--- src/rtl/serial_adder.sv ---
// Bit-serial adder: adds two WIDTH-bit operands one bit per clock, LSB first,
// presenting both a parallel sum/carry-out and a qualified serial sum stream.
//
// state | meaning
// IDLE  | waiting for start
// RUN   | one operand bit pair added per edge
// DONE  | result just completed; start here reloads without an idle bubble
module serial_adder #(
    parameter int WIDTH = 8,
    parameter int CNT_W = 5
) (
    input  logic             clk,
    input  logic             rst_n,
    input  logic             start,
    input  logic [WIDTH-1:0] A,
    input  logic [WIDTH-1:0] B,
    input  logic             ci,
    output logic             busy,
    output logic             done,
    output logic [WIDTH-1:0] s,
    output logic             co,
    output logic             sbit,
    output logic             sbit_valid
);

    generate
        if (WIDTH < 2 || WIDTH > 32 || (2 ** CNT_W) < WIDTH) begin : g_param_check
            $error("serial_adder: WIDTH must be 2..32 and 2**CNT_W >= WIDTH");
        end
    endgenerate

    typedef enum logic [1:0] {
        IDLE = 2'd0,
        RUN  = 2'd1,
        DONE = 2'd2
    } state_t;

    state_t           state;
    logic [WIDTH-1:0] a_sr;
    logic [WIDTH-1:0] b_sr;
    logic             carry;
    logic [CNT_W-1:0] cnt;

    logic             bit_sum;
    logic             carry_nxt;
    logic             last_bit;
    logic [WIDTH-1:0] sum_nxt;

    // The A shift register doubles as the sum register: each consumed A bit
    // frees the MSB slot that receives the new sum bit.
    always_comb begin
        bit_sum   = a_sr[0] ^ b_sr[0] ^ carry;
        carry_nxt = (a_sr[0] & b_sr[0]) | (a_sr[0] & carry) | (b_sr[0] & carry);
        last_bit  = (cnt == CNT_W'(WIDTH - 1));
        sum_nxt   = {bit_sum, a_sr[WIDTH-1:1]};
    end

    always_ff @(posedge clk or negedge rst_n) begin
        if (!rst_n) begin
            state      <= IDLE;
            a_sr       <= '0;
            b_sr       <= '0;
            carry      <= 1'b0;
            cnt        <= '0;
            busy       <= 1'b0;
            done       <= 1'b0;
            s          <= '0;
            co         <= 1'b0;
            sbit       <= 1'b0;
            sbit_valid <= 1'b0;
        end else begin
            case (state)
                IDLE, DONE: begin
                    done       <= 1'b0;
                    sbit_valid <= 1'b0;
                    if (start) begin
                        a_sr  <= A;
                        b_sr  <= B;
                        carry <= ci;
                        cnt   <= '0;
                        busy  <= 1'b1;
                        state <= RUN;
                    end else begin
                        state <= IDLE;
                    end
                end
                RUN: begin
                    a_sr       <= sum_nxt;
                    b_sr       <= b_sr >> 1;
                    carry      <= carry_nxt;
                    sbit       <= bit_sum;
                    sbit_valid <= 1'b1;
                    cnt        <= cnt + 1'b1;
                    if (last_bit) begin
                        s     <= sum_nxt;
                        co    <= carry_nxt;
                        done  <= 1'b1;
                        busy  <= 1'b0;
                        state <= DONE;
                    end
                end
                default: begin
                    busy  <= 1'b0;
                    done  <= 1'b0;
                    state <= IDLE;
                end
            endcase
        end
    end

endmodule

--- config.mk ---
export PLATFORM = sky130hd
export DESIGN_NAME = serial_adder
export DESIGN_NICKNAME = d
export VERILOG_FILES = /design/src/rtl/serial_adder.sv
export SDC_FILE = /design/constraint.sdc
export NUM_CORES = 1
export LEC_CHECK = 0
export BUFFER_PORTS_ARGS = -buffer_cell sky130_fd_sc_hd__buf_2
export CAP_MARGIN = 10
export CELL_PAD_IN_SITES_DETAIL_PLACEMENT = 1
export CELL_PAD_IN_SITES_GLOBAL_PLACEMENT = 1
export CORE_ASPECT_RATIO = 0.8
export CORE_MARGIN = 1
export CORE_UTILIZATION = 35
export DETAILED_ROUTE_END_ITERATION = 10
export GPL_ROUTABILITY_DRIVEN = 0
export PLACE_DENSITY_LB_ADDON = 0.1
export SLEW_MARGIN = 10
export SYNTH_ARGS = -nofsm -noshare
export SYNTH_HDL_FRONTEND = slang
export SYNTH_SLANG_ARGS = --single-unit
export TNS_END_PERCENT = 100
--- constraint.sdc ---
create_clock -name clk -period 2.19 [get_ports clk]
set_input_delay 0.3285 -clock clk [delete_from_list [all_inputs] [get_ports clk]]
set_output_delay 0.3285 -clock clk [all_outputs]
set_load 0.005 [all_outputs]
Yosys cells after proc, flatten, opt, wreduce, memory -nomap -nowiden
Cells that the tools add are included.
{"block": "op_classes", "n_bitwise": 7, "muxes": 17, "n_eq_ne": 5, "reduce_logical": 6, "addsub": 1}
{"operator": "$pmux 8 s2", "count": 2}
{"operator": "$mux 8", "count": 2}
{"operator": "$pmux 5 s2", "count": 1}
{"operator": "$mux 1", "count": 6}
{"operator": "$pmux 1 s2", "count": 3}
{"operator": "$reduce_and 2->1", "count": 3}
{"operator": "$add 5x1->5 const B", "count": 1}
{"operator": "$eq 5x3->1 const B", "count": 1}
{"operator": "$mux 5", "count": 1}
{"operator": "$ne 2x2->1 const B", "count": 2}
{"operator": "$pmux 2 s2", "count": 1}
{"operator": "$and 1x1->1", "count": 3}
{"operator": "$eq 2x1->1 const B", "count": 1}
{"operator": "$eq 2x2->1 const B", "count": 1}
{"operator": "$logic_not 2->1", "count": 1}
{"operator": "$mux 2", "count": 1}
{"operator": "$or 1x1->1", "count": 2}
{"operator": "$reduce_bool 2->1", "count": 1}
{"operator": "$reduce_or 2->1", "count": 1}
{"operator": "$xor 1x1->1", "count": 2}
{"block": "word_totals", "regBits": 37}

Longest topological paths before layout
Gate-level depths: netlist (run 1).
{"block": "depth", "word_depth": 4, "depth_mapped": 5, "ltp_nobuf": 4}

Worst setup path before layout (run 1)
OpenSTA, ideal clock, no wires.
{"block": "synth_timing", "kind": "reg-to-reg", "startpoint": "register cnt[0]", "endpoint": "register co", "path_buffers": 0, "path_slack_ps": 735, "path_stages_with_launch": 5, "synth_period_minus_slack_ps": 1455, "required_ps": 2065, "arrival_time_ps": 1330, "path_cell_list": "dfrtp_1 > ha_1 > and4bb_1 > nand2_2 > mux2_2"}
{"block": "synth_via", "elab_chain_len": 2}
{"item": "start: declaration", "line_no": "42", "source": "logic [CNT_W-1:0] cnt;"}
{"item": "start signal: assignment", "line_no": "93", "source": "cnt <= cnt + 1'b1;"}
{"item": "$eq 5x3->1", "line_no": "54", "source": "last_bit = (cnt == CNT_W'(WIDTH - 1));"}
{"item": "$reduce_and 2->1 (no line)"}
{"item": "end signal: assignment", "line_no": "96", "source": "co <= carry_nxt;"}
{"item": "end: declaration", "line_no": "21", "source": "output logic co,"}
No other way between the ends.
A chain may end at the register's enable or synchronous reset.

Worst setup path after layout (run 1)
{"block": "layout_timing", "startpoint": "register cnt[0]", "endpoint": "register s[2]"}
{"block": "layout_via", "elab_chain_len": 2}
{"item": "$eq 5x3->1", "line_no": "54"}
{"item": "$reduce_and 2->1 (no line)"}
{"item": "end signal: assignment", "line_no": "95", "source": "s <= sum_nxt;"}
{"item": "end: declaration", "line_no": "20", "source": "output logic [WIDTH-1:0] s,"}
No other way between the ends.

==> metrics.md, run 1 <==
| Metric | Value |
|---|---|
| Status | completed |
| Setup Buffers After CTS | 0 |
| R2r endpoint | s[2]$_DFFE_PN0P_ |
| Pwr Total | about 2.7 mW |
| Clock Skew | 0.00411 ns |
| Switch Pwr | 0.974 mW |
| Routed vias | 1,131 |
| Pin count of the biggest net entering global routing | 37 |
| Max Cap Violations | 0 |
| Placed insts | 215 |
| Fillers | around 460 |
| Remaining global-route overflow | 0 |
| Clock buffer depth | 2 |
| Clock Pin Slew Worst Setup and Hold Paths | 0.07 ns |
| Initial Utilization | 0.365 |
| Final hold viol count | 0 |
| Die W | approximately 76 um |
| Mean post-synth cell area | 11.6 sq um |
| DRC Markers | 0 |
| RSZ-0062 raised after global routing | no |
| Fraction of layout cells with a size suffix above 1 | 0.319 |
| Post-synthesis sequential area ratio | 0.591 |
| Number of nets in the layout | 187 |
| CP Cell Sequence | ha_1 > and4bb_1 > nand2_2 > mux2_2 |
| Synthesized area | 1520 sq um |
| Avg Vias per Cell | 5.07 |
| Hold buffer count at cts | 0 |
| R2R Setup Slk | around 0.56 ns |
| DRT Pass-1 Iters | 4 |
| Worst EP required | between 2 and 2.5 ns |
| P_int | 1.72 mW |
| Total CTS buffers | 5 |
| Critical path's top delay family | simple AND/OR/NAND/NOR gates |
| R2R cell count | 4 |
| Clock latency on the worst-skew pair | 0.29 ns |
| Fmax | 0.613 GHz |
| CTS tree | built |
| GRT Util Overall | 0.169 |
| First-pass GRT wire length | about 5500 um |
| Vias in the first global route | about 1,100 |
| H-tree depth | 2 |
| Register share of total power | 0.446 |
| Iter 0 DRT Violations | 54 |
| Avg WL per Cell | 15.5 um |
| Number of diodes | 0 |
| Worst r2r src | cnt[0]$_DFFE_PN0P_ |
| Post-Layout Cell Count | 223 |
| Worst Path Arrival | 1.80 ns |
| Final instance area | approximately 1800 sq um |
| CP max FO | 10 |
| Max rail drop VDD | 521 uV |
| Most common cell after layout, fill and taps aside | dfrtp_1 |
| Worst Path Buf+Inv | 0 |
| Full die area | 4620 sq um |
| Crit path launch | cnt[0]$_DFFE_PN0P_ |
| Number of cell rows | 21 |
| PwrDens | 1470 nW/um^2 |
| Critical Path Slowest Stage Cell | dfrtp_1 |
| Clk root buf | clkbuf_8 |
| Clk pwr share | 0.183 |
| Post-synth EDFFs | 0 |
| Commonest cells after routing, fill and taps aside | dfrtp_1, buf_2, nand2_1 |
| Lkg Pwr | 0.912 nW |
| Worst setup SP type | register |
| Crit path largest cell delay | 0.42 ns |
| Cell Area, Placed | 1740 sq um |
| Post-Syn Instances | between 100 and 150 |
| Worst-Margin Slew | roughly 0.83 ns |
| Final setup fails | 0 |
| Logic gate share of total power | 0.370 |
| Synth unique cells | 23 |
| Core area | 4180 sq um |
| ANT nets after route | 0 |
| Worst hold path class | primary input to asynchronous set/reset pin |
| DP Wirelength | 2280 um |
| Setup WS pre-CTS | 0.580 ns |
| DIE HEIGHT | 61.0 um |
| Asr flop ratio synth | 1.00 |
| Setup TNS | 0 ns |
| Setup CP Type | register to register |
| Minimum clock period | roughly 1.6 ns |
| Final wirelength | 3450 um |
| CTS Sinks | 36 |
| Synth Register Bits | 36 |
| Period utilisation layout | 0.745 |
| Antenna violations before repair | 0 |
| Final WS setup | ~0.56 ns |
| Slew Limit Fails | 0 |
| I/O Buffers | 32 |
| Endpoint class of the critical path | register |
| Post-CTS Resized | 0 |
| Sw Share | 0.362 |
| Warnings, synthesis | 0 |
| Num ports | 33 |
| Slew HR | 0.446 |
| Ys flop type | dfrtp_1 |
| Area added between synthesis and finish | 20.2% |
| Syn Nets | 153 |
-- worst max path at each step --
stage | to | slack [ns] | depth (start not counted)
after floorplan | co$_DFFE_PN0P_ | 0.74 | 4
after global placement | s[7]$_DFFE_PN0P_ | 0.64 | 4
after detailed placement | s[3]$_DFFE_PN0P_ | 0.58 | 4
after CTS | s[3]$_DFFE_PN0P_ | 0.56 | 4
after global routing | s[6]$_DFFE_PN0P_ | 0.50 | 4
final | s[2]$_DFFE_PN0P_ | 0.56 | 4
-- flip-flops by register name, indices dropped and copies added (netlist names) --
name,flops
carry,1
b_sr,8
s,8
co,1
cnt,5
sbit_valid,1
busy,1
state,2
a_sr,8
sbit,1
-- area by class of cell --
cell class | instances | area (sq um) | area share
clock inverter | 1 | 7.51 | 0.00410
tap | 57 | 71.3 | 0.0389
multi-input combinational | 84 | 572 | 0.312
clock buffer | 7 | 86.3 | 0.0471
sequential | 36 | 901 | 0.492
inverter | 3 | 11.3 | 0.00615
timing repair buffer | 35 | 183 | 0.0997
-- Yosys cell counts (3+ instances only) --
cell	n	share of area
inv_1	3	0.0074
mux2i_1	3	0.020
nand3_1	17	0.056
mux2_2	10	0.074
nand2_1	18	0.044
buf_2	5	0.016
a22o_1	3	0.017
a22oi_1	16	0.079
dfrtp_1	36	0.59
-- cell families after synthesis --
group | share of synthesized area
buf+inv | 0.0337
mux | 0.0936
compound gates | 0.113
flops | 0.591
simple gates | 0.147
fa+ha+maj | 0.0213
-- per-layer routing --
metal  wire length, um  vias to the layer above  GRT usage
li1                  -                      535          -
met3               152                        5     0.0475
met4                55                        0     0.0873
met5                 0                        -          0
met1              1790                      567      0.241
met2              1460                       24      0.235
-- power by group through the flow --
stage | sequential [mW] | clock [mW] | combinational, mW
floorplan | 1.16 | 0 | 0.705
global placement | 1.19 | 0 | 0.983
CTS | 1.20 | 0.516 | 1.02
finish | 1.20 | 0.494 | 0.998
detailed placement | 1.21 | 0 | 1.01
global route | 1.24 | 0.536 | 1.15
-- metrics by stage --
stage | util | hold slack (ns)
2_1_floorplan | - | 0.0329
3_3_place_gp | 0.416 | 0.451
3_5_place_dp | 0.416 | 0.464
4_1_cts | 0.438 | 0.147
5_1_grt | 0.438 | 0.187
6_report | 0.438 | 0.120
Power figures use the tool's default switching activity.
==> run 2: changes to the inputs <==
--- a/config.mk
+++ b/config.mk
@@ -5,6 +5,7 @@
 export SDC_FILE = /design/constraint.sdc
 export NUM_CORES = 1
 export LEC_CHECK = 0
+export ABC_AREA = 1
 export BUFFER_PORTS_ARGS = -buffer_cell sky130_fd_sc_hd__buf_2
 export CAP_MARGIN = 10
 export CELL_PAD_IN_SITES_DETAIL_PLACEMENT = 1
==> constraint.sdc (replaced) <==
create_clock -name clk -period 1.4 [get_ports clk]
set_input_delay 0.21 -clock clk [delete_from_list [all_inputs] [get_ports clk]]
set_output_delay 0.21 -clock clk [all_outputs]
set_load 0.005 [all_outputs]
==> metrics.md, run 2 <==
| Metric | Value |
|---|---|
| Remaining global-route overflow | 0 (unchanged) |
| Clk root buf | clkbuf_8 (unchanged) |
| Worst hold slack | 0.133 ns (was 0.120 ns) |
| Total CTS buffers | 5 (unchanged) |
| Register share of total power | 0.431 (was 0.446) |
| Count leader, synth | nand2_1 (was dfrtp_1) |
| Worst setup SP type | register (unchanged) |
| Worst Path Arrival | 1.46 ns (was 1.80 ns) |
| Slew HR | 0.700 (was 0.446) |
| Logic gate share of total power | 0.399 (was 0.370) |
| CP max FO | 9 (was 10) |
| Sw Share | 0.400 (was 0.362) |
| Die W | 77.2 um (was 75.8 um) |
| Antenna violations before repair | 0 (unchanged) |
| R2R Setup Slk | 0.13 ns (was 0.56 ns) |
| Fmax | 0.785 GHz (was 0.613 GHz) |
| Synth top area cells | dfrtp_1, nand2_1, nand3_1 (was dfrtp_1, a22oi_1, mux2_2) |
| Hold Path Depth | 3 |
| Synth unique cells | 19 (was 23) |
| GRT Util Overall | 0.181 (was 0.169) |
| Worst-Margin Slew | 0.451 ns (was 0.830 ns) |
| Synth top cells by count | nand2_1, dfrtp_1, nand3_1, inv_2, nand2_2 (was dfrtp_1, nand2_1, nand3_1, a22oi_1, mux2_2) |
| Area added between synthesis and finish | 21.5% (was 20.2%) |
| Warnings, synthesis | 0 (unchanged) |
| Mean post-synth cell area | 8.69 sq um (was 11.6 sq um) |
| Worst EP required | 1.59 ns (was 2.36 ns) |
| Syn Nets | 204 (was 153) |
| Avg Vias per Cell | 4.59 (was 5.07) |
| Setup CP Type | register to register (unchanged) |
| Ys flop type | dfrtp_1 (unchanged) |
| DRT Pass-1 Iters | 4 (unchanged) |
| H-tree depth | 2 (unchanged) |
| Asr flop ratio synth | 1.00 (unchanged) |
| Minimum clock period | 1.27 ns (was 1.63 ns) |
| Avg WL per Cell | 13.2 um (was 15.5 um) |
| Status | completed (unchanged) |
| Fillers | 526 (was 458) |
| CP Cell Sequence | ha_1 > nand2_2 > inv_2 > nand3_2 > nand2_1 > nand2_1 (was ha_1 > and4bb_1 > nand2_2 > mux2_2) |
| Pwr Total | 4.45 mW (was 2.69 mW) |
| Lkg Pwr | 1.03 nW (was 0.912 nW) |
| Routed vias | 1,284 (was 1,131) |
| Slew Limit Fails | 0 (unchanged) |
| First-pass GRT wire length | 6590 um (was 5480 um) |
| Fraction of layout cells with a size suffix above 1 | 0.265 (was 0.319) |
| DP Wirelength | 2570 um (was 2280 um) |
| Max rail drop VDD | 878 uV (was 521 uV) |
| P_int | 2.67 mW (was 1.72 mW) |
| Core area | 4260 sq um (was 4180 sq um) |
| Cell mode on critical path | nand2_1 |
| Post-synth EDFFs | 0 (unchanged) |
| Full die area | 4790 sq um (was 4620 sq um) |
| Final setup fails | 0 (unchanged) |
| Worst Path Buf+Inv | 1 (was 0) |
| Hold path startpoint | B[4] |
| Worst r2r src | cnt[0]$_DFFE_PN0P_ (unchanged) |
| Max Cap Violations | 0 (unchanged) |
| Clk pwr share | 0.170 (was 0.183) |
| Cell Area, Placed | 1800 sq um (was 1740 sq um) |
| DRC Markers | 0 (unchanged) |
| Area leader, netlist | dfrtp_1 (unchanged) |
| Post-synthesis sequential area ratio | 0.570 (was 0.591) |
| R2R cell count | 6 (was 4) |
| Iter 0 DRT Violations | 48 (was 54) |
| Critical path's top delay family | simple AND/OR/NAND/NOR gates (unchanged) |
| Synth Register Bits | 36 (unchanged) |
| Clock Skew | 0.00657 ns (was 0.00411 ns) |
| Endpoint class of the critical path | register (unchanged) |
| Number of diodes | 0 (unchanged) |
| Hold Path Sink | b_sr[4]$_DFFE_PN0P_ |
| Number of nets in the layout | 244 (was 187) |
| Synthesized area | 1580 sq um (was 1520 sq um) |
| Post-Syn Instances | 182 (was 131) |
| Setup WS pre-CTS | 0.118 ns (was 0.580 ns) |
| Clock latency on the worst-skew pair | 0.29 ns (about the same) |
| Crit path largest cell delay | 0.41 ns (was 0.42 ns) |
| Number of cell rows | 21 (unchanged) |
| Top cell type's share of synthesized area | 0.570 (was 0.591) |
| Most common cell after layout, fill and taps aside | nand2_1 (was dfrtp_1) |
| DIE HEIGHT | 62.1 um (was 61.0 um) |
| Worst hold path class | primary input to register (was primary input to asynchronous set/reset pin) |
| CTS tree | built (unchanged) |
| Num ports | 33 (unchanged) |
| R2r endpoint | s[6]$_DFFE_PN0P_ (was s[2]$_DFFE_PN0P_) |
| Final WS setup | 0.126 ns (was 0.558 ns) |
| Clock Pin Slew Worst Setup and Hold Paths | 0.07 ns (about the same) |
| Switch Pwr | 1.78 mW (was 0.974 mW) |
| RSZ-0062 raised after global routing | no (unchanged) |
| Clock buffer depth | 2 (unchanged) |
| Top Registers | a_sr: 8 flops, b_sr: 8 flops, s: 8 flops (unchanged) |
| PwrDens | 2320 nW/um^2 (was 1470 nW/um^2) |
| Final instance area | 1920 sq um (was 1830 sq um) |
| Period utilisation layout | 0.910 (was 0.745) |
| I/O Buffers | 32 (unchanged) |
| Critical Path Slowest Stage Cell | dfrtp_2 (was dfrtp_1) |
| CTS Sinks | 36 (unchanged) |
| ANT nets after route | 0 (unchanged) |
| Setup TNS | 0 ns (unchanged) |
| Commonest cells after routing, fill and taps aside | nand2_1, dfrtp_1, buf_2 (was dfrtp_1, buf_2, nand2_1) |
| Initial Utilization | 0.372 (was 0.365) |
| Pin count of the biggest net entering global routing | 37 (unchanged) |
| Final wirelength | 3710 um (was 3450 um) |
| Vias in the first global route | 1,346 (was 1,118) |
| Final hold viol count | 0 (unchanged) |
[run 2: cell families after synthesis]
family / Yosys count / synth area share
flops: 36 / 0.570
fa+ha+maj: 2 / 0.0206
simple gates: 128 / 0.349
compound gates: 3 / 0.00949
buf+inv: 13 / 0.0514
[run 2: final cells by class]
| cell class | count | area [sq um] | area share |
|---|---|---|---|
| Multi-Input combinational cell | 133 | 599 | 0.312 |
| Timing Repair Buffer | 38 | 224 | 0.117 |
| Sequential cell | 36 | 902 | 0.469 |
| Clock inverter | 2 | 10.0 | 0.00521 |
| Inverter | 8 | 32.5 | 0.0169 |
| Tap cell | 57 | 71.3 | 0.0371 |
| Clock buffer | 6 | 82.6 | 0.0430 |
[run 2: power by group through the flow]
stage	Clock [mW]	Combinational [mW]	Sequential (mW)
after detailed placement	0	1.74	1.94
after floorplan	0	1.22	1.87
after global placement	0	1.66	1.91
final	0.756	1.78	1.92
after CTS	0.787	1.75	1.92
after global routing	0.834	2.07	2.00
[run 2: worst max-delay path by stage]
stage | slack [ns] | start | to | depth (start not counted)
finish | 0.13 | cnt[0]$_DFFE_PN0P_ | s[6]$_DFFE_PN0P_ | 6
global route | 0.02 | state[1]$_DFFE_PN0P_ | s[7]$_DFFE_PN0P_ | 6
detailed placement | 0.12 | cnt[0]$_DFFE_PN0P_ | s[5]$_DFFE_PN0P_ | 6
global placement | 0.17 | cnt[0]$_DFFE_PN0P_ | s[3]$_DFFE_PN0P_ | 6
CTS | 0.09 | cnt[0]$_DFFE_PN0P_ | s[6]$_DFFE_PN0P_ | 6
floorplan | 0.26 | a_sr[0]$_DFFE_PN0P_ | a_sr[7]$_DFFE_PN0P_ | 3
[run 2: per-stage QoR]
stage | utilization | std cells
floorplan | - | 182
global placement | 0.423 | 269
detailed placement | 0.423 | 269
CTS | 0.447 | 278
global route | 0.451 | 280
finish | 0.451 | 280
[run 2: repair_timing]
action	in CTS	in global routing
endpoints found under the hold margin	36	0
setup endpoints to repair	0	8
hold buffers	1	0
setup buffers	0	2
resized for setup	0	2
[run 2: metal layers]
metal  vias to the layer above  wire, um  GRT usage
li1                        646         -          -
met1                       607      1790      0.239
met2                        24      1670      0.275
met3                         7       183     0.0618
met4                         0        58     0.0637
met5                         -         0          0
[run 2: worst register-to-register path: cells and delay by family (launching register included)]
family                   cells  cell delay [ns]
AND/OR/NAND/NOR              4             0.46
buffers and inverters        1             0.09
adder cells (fa/ha/maj)      1             0.22
flip-flops                   1             0.41
==> run 3: changes to the inputs <==
==> constraint.sdc (replaced) <==
create_clock -name clk -period 1.6 [get_ports clk]
set_input_delay 0.24 -clock clk [delete_from_list [all_inputs] [get_ports clk]]
set_output_delay 0.24 -clock clk [all_outputs]
set_load 0.005 [all_outputs]
==> metrics.md, run 3 (synthesis gave the netlist of run 2 again) <==
| Metric | Value |
|---|---|
| Status | completed (unchanged) |
| Area added between synthesis and finish | 20.7% (was 21.5%) |
| Worst EP required | 1.78 ns (was 1.59 ns) |
| Post-CTS Resized | 0 (unchanged) |
| Avg Vias per Cell | 4.63 (was 4.59) |
| Minimum clock period | 1.30 ns (was 1.27 ns) |
| Max rail drop VDD | 634 uV (was 878 uV) |
| Number of diodes | 0 (unchanged) |
| RSZ-0062 raised after global routing | no (unchanged) |
| CTS Sinks | 36 (unchanged) |
| CP Cell Sequence | ha_1 > nand2_2 > inv_2 > nand3_2 > nand2_1 > nand2_1 (unchanged) |
| DIE HEIGHT | 62.1 um (unchanged) |
| Fillers | 530 (was 526) |
| Die W | 77.2 um (unchanged) |
| ANT nets after route | 0 (unchanged) |
| Period utilisation layout | 0.815 (was 0.910) |
| Number of cell rows | 21 (unchanged) |
| Area of the multi-input gates | 599 sq um (unchanged) |
| Final WS setup | 0.296 ns (was 0.126 ns) |
| Worst hold path class | primary input to register (unchanged) |
| Iter 0 DRT Violations | 50 (was 48) |
| Avg WL per Cell | 13.2 um (about the same) |
| Worst Path Arrival | 1.49 ns (was 1.46 ns) |
| Sequential Area | 901 sq um (was 902 sq um) |
| Max Cap Violations | 0 (unchanged) |
| Total CTS buffers | 5 (unchanged) |
| Commonest cells after routing, fill and taps aside | nand2_1, dfrtp_1, buf_2 (unchanged) |
| Clock buffer depth | 2 (unchanged) |
| Number of nets in the layout | 241 (was 244) |
| Clk root buf | clkbuf_8 (unchanged) |
| Slew HR | 0.684 (was 0.700) |
| H-tree depth | 2 (unchanged) |
| Worst setup SP type | register (unchanged) |
| Slew Limit Fails | 0 (unchanged) |
| Final setup fails | 0 (unchanged) |
| Critical Path Slowest Stage Cell | dfrtp_1 (was dfrtp_2) |
| Cell Area, Placed | 1790 sq um (was 1800 sq um) |
| Pin count of the biggest net entering global routing | 22 (was 37) |
| Met2 Track Usage GR | 0.279 (was 0.275) |
| Initial Utilization | 0.372 (unchanged) |
| Clock latency on the worst-skew pair | 0.29 ns (about the same) |
| Setup TNS | 0 ns (unchanged) |
| Vias in the first global route | 1,380 (was 1,346) |
| GR Util met3 | 0.0471 (was 0.0618) |
| Clock Pin Slew Worst Setup and Hold Paths | 0.07 ns (about the same) |
| First-pass GRT wire length | 6450 um (was 6590 um) |
| Most common cell after layout, fill and taps aside | nand2_1 (unchanged) |
| Top Registers | a_sr: 8 flops, b_sr: 8 flops, s: 8 flops (unchanged) |
| DRT Pass-1 Iters | 4 (unchanged) |
| Worst-Margin Slew | 0.474 ns (was 0.451 ns) |
| Routed vias | 1,282 (was 1,284) |
| Setup Buffers After CTS | 0 (unchanged) |
| CP max FO | 9 (unchanged) |
| Final wirelength | 3640 um (was 3710 um) |
| Setup WS pre-CTS | 0.300 ns (was 0.118 ns) |
| Final instance area | 1910 sq um (was 1920 sq um) |
| Fmax | 0.767 GHz (was 0.785 GHz) |
| Crit path largest cell delay | 0.42 ns (was 0.41 ns) |
| DRC Markers | 0 (unchanged) |
| Num ports | 33 (unchanged) |
| Fraction of layout cells with a size suffix above 1 | 0.245 (was 0.265) |
| PwrDens | 2040 nW/um^2 (was 2320 nW/um^2) |
| Cell mode on critical path | nand2_1 (unchanged) |
| Endpoint class of the critical path | register (unchanged) |
| CTS tree | built (unchanged) |
| Clock Skew | 0.00542 ns (was 0.00657 ns) |
| Lkg Pwr | 1.02 nW (was 1.03 nW) |
| GRT Util Overall | 0.176 (was 0.181) |
| Remaining global-route overflow | 0 (unchanged) |
| I/O Buffers | 32 (unchanged) |
| Antenna violations before repair | 0 (unchanged) |
| Busiest layer in global routing | met2 (unchanged) |
| Setup CP Type | register to register (unchanged) |
| DP Wirelength | 2630 um (was 2570 um) |
| Final hold viol count | 0 (unchanged) |
| M1 GR Usage | 0.227 (was 0.239) |
| Full die area | 4790 sq um (unchanged) |
| Core area | 4260 sq um (unchanged) |
## run 3: final timing paths
path	depth (start not counted)	slack (ns)	start	endpoint
min	3	0.17	A[3]	a_sr[3]$_DFFE_PN0P_
max in group asynchronous	3	0.71	rst_n	a_sr[1]$_DFFE_PN0P_
min in group asynchronous	2	0.44	rst_n	state[0]$_DFFE_PN0P_
min reg2reg	2	0.48	s[4]$_DFFE_PN0P_	s[4]$_DFFE_PN0P_
max reg2reg	6	0.30	cnt[0]$_DFFE_PN0P_	s[0]$_DFFE_PN0P_
max	6	0.30	cnt[0]$_DFFE_PN0P_	s[0]$_DFFE_PN0P_
## run 3: per-layer routing
layer / share of wire / routed length (um)
met5: 0 / 0
met4: 0.016 / 58
met3: 0.043 / 157
met2: 0.47 / 1720
met1: 0.47 / 1710
## run 3: worst max-delay path: cells and delay by family, from the launching register on
| kind | cells | cell delay, ns |
|---|---|---|
| and+or+nand+nor | 4 | 0.47 |
| buffers and inverters | 1 | 0.08 |
| adders and majority gates | 1 | 0.23 |
| DFF | 1 | 0.42 |
## run 3: timing repair
action,4_1_cts,5_1_grt
endpoints found under the hold margin,18,0
setup endpoints to repair,0,0
hold buffers,1,0
## run 3: power breakdown
part           switching [mW]  internal [mW]
clock                   0.322          0.462
combinational           0.878          0.553
sequential              0.323           1.35
total                    1.52           2.36
## run 3: final cells by class
cell class / instances / share of cell area
sequential: 36 / 0.472
multi-input combinational: 133 / 0.314
timing repair buffer: 35 / 0.104
clock buffer: 6 / 0.0380
tap: 57 / 0.0374
clock inverter: 2 / 0.0183
inverter: 8 / 0.0170
## run 3: per-stage QoR
step | cells | util | power, mW | hold slack (ns)
final | 277 | 0.449 | 3.89 | 0.166
after global routing | 277 | 0.449 | 4.25 | 0.178
after CTS | 277 | 0.449 | 3.98 | 0.159
after detailed placement | 268 | 0.421 | 3.17 | 0.219
after global placement | 268 | 0.421 | 3.07 | 0.216
after floorplan | 182 | - | 2.70 | -0.0556
